### src/rtl/tia_biphase_d1r_if.sv
// tia_biphase_d1r_if - signal bundle for the TIA biphase generator / D1R stage.
// Optional build macro: TIA_D1R_OUTN_EN adds the inverted data output out_n.
`timescale 1ns/1ps

interface tia_biphase_d1r_if;
  logic rsyn;
  logic in;
  logic hphi1;
  logic hphi2;
  logic rsynl;
  logic out;
`ifdef TIA_D1R_OUTN_EN
  logic out_n;

  modport slave  (input  rsyn, in, output hphi1, hphi2, rsynl, out, out_n);
  modport master (output rsyn, in, input  hphi1, hphi2, rsynl, out, out_n);
`else
  modport slave  (input  rsyn, in, output hphi1, hphi2, rsynl, out);
  modport master (output rsyn, in, input  hphi1, hphi2, rsynl, out);
`endif
endinterface

### src/rtl/tia_biphase_d1r.sv
// tia_biphase_d1r - TIA biphase clock generator (colour clock / 4, two
// non-overlapping phases) driving a D1R resettable two-phase delay stage.
// Optional build macro: TIA_D1R_OUTN_EN exposes out_n = ~out.
`timescale 1ns/1ps

module tia_biphase_d1r (
  input  logic             clk,
  input  logic             r,
  tia_biphase_d1r_if.slave bus
);

  // Gray-coded divider: only one bit flips per step, so the phase decodes
  // below cannot glitch.
  typedef enum logic [1:0] {
    PH1  = 2'b00,
    GAP1 = 2'b01,
    PH2  = 2'b11,
    GAP2 = 2'b10
  } phase_e;

  // NOTE: the divider and rsynl have no reset input at all; r only resets the
  // D1R stage, so their power-up value comes from the declaration initializer.
  phase_e g = PH1;
  phase_e g_next;
  logic   rsynl_q = 1'b0;

  logic   m;
  logic   out_q;
  logic   armed;   // set once a complete phi1 can follow a reset release

  // Divider state register.
  // NOTE: sequential state uses non-blocking assignments so every register
  // samples pre-edge values, independent of process ordering.
  always_ff @(posedge clk) begin
    g <= g_next;
  end

  // Next-state: advance the Gray sequence; rsyn forces the phi1 state.
  // NOTE: g_next gets a default first so no path leaves it unassigned, which
  // would otherwise infer a latch.
  always_comb begin
    g_next = g;
    if (bus.rsyn) begin
      g_next = PH1;
    end else begin
      unique case (g)
        PH1:     g_next = GAP1;
        GAP1:    g_next = PH2;
        PH2:     g_next = GAP2;
        GAP2:    g_next = PH1;
        default: g_next = PH1;
      endcase
    end
  end

  // Phase outputs decoded directly from the Gray state.
  always_comb begin
    bus.hphi1 = 1'b0;
    bus.hphi2 = 1'b0;
    if (g == PH1) bus.hphi1 = 1'b1;
    if (g == PH2) bus.hphi2 = 1'b1;
  end

  // Registered copy of rsyn, free of the D1R reset.
  always_ff @(posedge clk) begin
    rsynl_q <= bus.rsyn;
  end

  // D1R stage: master captures at the phi1 exit edge, slave loads at the
  // phi2 entry edge. A phi1 only counts if the edge that entered it was seen
  // out of reset, so a release inside phi1 leaves m at 0 for that cycle.
  always_ff @(posedge clk or posedge r) begin
    if (r) begin
      m     <= 1'b0;
      out_q <= 1'b0;
      armed <= 1'b0;
    end else begin
      if (g != PH1) armed <= 1'b1;
      if (g == PH1 && armed) m <= bus.in;
      if (g == GAP1 && g_next == PH2) out_q <= m;
    end
  end

  assign bus.rsynl = rsynl_q;
  assign bus.out   = out_q;
`ifdef TIA_D1R_OUTN_EN
  assign bus.out_n = ~out_q;
`endif

endmodule

### src/flat_wrapper.sv
// flat-port wrapper written by rule: the top's interface ports become plain ports
module tia_biphase_d1r_flat 
  (clk, r, bus_rsyn, bus_in, bus_hphi1, bus_hphi2, bus_rsynl, bus_out);
  tia_biphase_d1r_if bus_i ();
  input  logic clk;
  input  logic r;
  input wire logic [$bits(bus_i.rsyn)-1:0] bus_rsyn;
  input wire logic [$bits(bus_i.in)-1:0] bus_in;
  output wire logic [$bits(bus_i.hphi1)-1:0] bus_hphi1;
  output wire logic [$bits(bus_i.hphi2)-1:0] bus_hphi2;
  output wire logic [$bits(bus_i.rsynl)-1:0] bus_rsynl;
  output wire logic [$bits(bus_i.out)-1:0] bus_out;
  assign bus_i.rsyn = bus_rsyn;
  assign bus_i.in = bus_in;
  assign bus_hphi1 = bus_i.hphi1;
  assign bus_hphi2 = bus_i.hphi2;
  assign bus_rsynl = bus_i.rsynl;
  assign bus_out = bus_i.out;
  tia_biphase_d1r u_core (.clk(clk), .r(r), .bus(bus_i));
endmodule
### config.mk
export PLATFORM = sky130hd
export DESIGN_NAME = tia_biphase_d1r_flat
export DESIGN_NICKNAME = d
export VERILOG_FILES = /design/src/rtl/tia_biphase_d1r_if.sv /design/src/rtl/tia_biphase_d1r.sv /design/src/flat_wrapper.sv
export SDC_FILE = /design/constraint.sdc
export NUM_CORES = 1
export LEC_CHECK = 0
export BUFFER_PORTS_ARGS = -buffer_cell sky130_fd_sc_hd__buf_2
export CAP_MARGIN = 20
export CORE_AREA = 2 2 39 41
export DETAILED_ROUTE_END_ITERATION = 10
export DIE_AREA = 0 0 41 43
export PLACE_DENSITY = 0.42
export SLEW_MARGIN = 30
export SYNTH_ARGS = -nofsm -noshare
export SYNTH_HDL_FRONTEND = slang
export SYNTH_SLANG_ARGS = --single-unit
### constraint.sdc
create_clock -name clk -period 1.3 [get_ports clk]
set_input_delay 0.065 -clock clk [delete_from_list [all_inputs] [get_ports clk]]
set_output_delay 0.065 -clock clk [all_outputs]
set_load 0.1 [all_outputs]
# Word level (Yosys, flattened, before mapping)
# Index checks and enable logic that the tools add are counted.
[op_classes]
n_eq_ne = 4
reduce_logical = 4
mux = 4
[ops]
columns = ["cell", "count"]
rows = [
  ["$pmux 2 s4", 1],
  ["$eq 2x2->1 const B", 3],
  ["$eq 2x1->1 const B", 1],
  ["$logic_and 1x1->1", 2],
  ["$logic_not 2->1", 1],
  ["$mux 1", 2],
  ["$mux 2", 1],
  ["$reduce_bool 2->1", 1],
]
[word_totals]
regBits = 6
in_bits = 4
elab_cells = 17

# Logic depth before layout (Yosys ltp)
[logic_depth]
depth_word = 5
depth_mapped = 2
ltp_nobuf = 2

# Worst setup path before layout
# No wires, ideal clock.
[synth_path]
kind = "register -> output"
from = "register u_core.g[1]"
to = "output bus_hphi1"
required_time_ns = 1.235
setup_slack_ns = -0.380
stages_incl_launch_ff = 2
arrival_time_ns = 1.615
cell_sequence = "dfxtp_1 nor2_1"
[synth_via]
elab_chain_len = 2
[synth_lines]
columns = ["item", "line_no", "text"]
rows = [
  ["start, declared", "tia_biphase_d1r.sv:23", "phase_e g = PH1;"],
  ["start signal, assigned", "tia_biphase_d1r.sv:35", "g <= g_next;"],
  ["$logic_not 2->1", "tia_biphase_d1r.sv:60", "if (g == PH1) bus.hphi1 = 1'b1;"],
  ["$mux 1", "tia_biphase_d1r.sv:60", ""],
  ["end, declared", "flat_wrapper.sv:9", "output wire logic [$bits(bus_i.hphi1)-1:0] bus_hphi1;"],
]
# Every way passes these cells.

# Worst setup path after layout
# Same ends and word-level chain as after synthesis.

==> metrics <==
outcome=finished clean; DR WL/cell=8.22 um; vias in the first global route=168; CP arrival=1.12 ns; most frequent cells in the layout=buf_2 (6), clkbuf_4 (3), dfrtp_1 (3), dfxtp_1 (3); share of layout cells above drive strength 1=0.517; Die H=43 um; minimum clock period=1.19 ns; period utilisation layout=0.915; FMAX=0.840 GHz; drt first pass iters=1; PnR Total Power=0.564 mW; Yosys warnings=0; skew final=0.00757 ns; post-synthesis cell count=16; leading cell type in the layout, fill and taps excluded=buf_2; count of pins over their slew limit=0; TNS Setup=0 ns; CP endpoint kind=output pin; met3 Usage GRT=0.0314; port bufs=7; Root Buffer=clkbuf_4; RSZ-0062 raised after global routing=no; Crit Path Class=reg -> out; Placer Congestion=0.637; GRT overflow=0; max-cap violation count=0; row count=14; Pwr Density=1700 nW/um2; crit path launch type=flip-flop; Die Area=1760 um2; critical path peak fanout=6; maximum VDD drop=406 uV; Setup violations, final=0; initial core utilization=0.154; num ports=8; postcts setup bufs=0; largest net degree at the start of global routing=7; synthesized area=213 um2; GR peak layer=met4; via/cell ratio=3.44; ANT nets after route=0; CTS H-Tree Depth=1; worst slew pin tran=0.486 ns; global-route wire length before repair=655 um; number of diodes=0; sequential-to-total area share from yosys stat=0.635; hold_buf cts=2; CTS tree=done; worst hold path type=in -> reg; Die Wd=41 um; antenna violations before repair=0; CTS sink cnt=6; clock transition at the registers of the reported paths=0.05 ns; Hold Fails Final Rpt=0; core area=1380 um2; CP Data Required Time=1.24 ns; Yosys cell types=9; final wirelength=370 um; CTS max path bufs=2; gr usage total=0.0675; relative slew slack=0.678; GR Util met1=0.0489; CTS Buf Count=3; DR DRC count=0; Leak Pwr=0.144 nW; Area growth, synth to finish=55.9%; post-layout net count=34; syn avg cell area=13.3 um2; hold_ws=0.0548 ns; Detailed Route Iter0 Violations=0; CTS resizes=0; Clock Latency Late Sink=0.24 ns; Via Count=155; syn nets=20; register bit total from synthesis=6; GR Util met2=0.0875
-- state kept, by name, indices dropped and copies added, names as in the netlist --
signal and cells:
u_core.armed 1, u_core.bus.out 1, u_core.bus.rsynl 1, u_core.g 2
u_core.m 1
-- Yosys cell counts --
master   number  area share
or3_1         1       0.029
and2_1        1       0.029
inv_1         1       0.018
dfrtp_1       3        0.35
mux2_2        2        0.11
dfxtp_1       3        0.28
nor2_1        2       0.035
nor2b_1       1       0.029
nor3b_2       2        0.12
-- through the flow --
step / cell area [um2] / cells / worst slack (ns) / util
CTS: 332 / 45 / 0.0932 / 0.240
floorplan: 215 / 16 / 0.0441 / -
global placement: 285 / 39 / 0.246 / 0.206
finish: 332 / 45 / 0.110 / 0.240
detailed placement: 285 / 39 / 0.227 / 0.206
global route: 332 / 45 / 0.0655 / 0.240
-- path summary, 6_finish.rpt --
kind | slack, ns | cells past startpoint | startpoint | to
max reg2reg | 0.24 | 2 | u_core.g[0]$_DFF_P_ | u_core.bus.out$_DFFE_PP0P_
min | 0.05 | 2 | bus_in | u_core.m$_DFFE_PP0P_
min in group asynchronous | 0.23 | 3 | r | u_core.m$_DFFE_PP0P_
max | 0.11 | 2 | u_core.g[1]$_DFF_P_ | bus_hphi1
min reg2reg | 0.46 | 1 | u_core.armed$_DFFE_PP0N_ | u_core.armed$_DFFE_PP0N_
max in group asynchronous | 0.94 | 3 | r | u_core.bus.out$_DFFE_PP0P_
-- critical path: stages, from the launching register on --
cell and delay, ns:
dfxtp_1 0.36, nor2_2 0.11, buf_2 0.42
-- layer usage --
metal	vias to the layer above	wire length [um]
met4	0	0
met5	-	0
met2	0	268
li1	78	-
met1	77	102
met3	0	0
-- kinds of logic (layout without fill, tap and decap cells) --
family / Yosys count / count (layout) / synth area share
simple gates: 7 / 7 / 0.241
buf+inv: 1 / 14 / 0.0176
mux: 2 / 2 / 0.106
flops: 6 / 6 / 0.635
-- area by class of cell --
| cell class | instances | area (um2) |
|---|---|---|
| multi-input combinational | 9 | 76.3 |
| fill | 151 | 1050 |
| inverter | 1 | 3.75 |
| clock buffer | 4 | 26.3 |
| timing repair buffer | 9 | 70.1 |
| tap | 16 | 20.0 |
| sequential | 6 | 135 |
-- power by group --
group / switching (mW) / total, mW / internal, mW
combinational: 0.128 / 0.166 / 0.0378
sequential: 0.0122 / 0.218 / 0.205
clock: 0.0642 / 0.180 / 0.116
total: 0.204 / 0.564 / 0.359
Power figures use the tool's default switching activity.
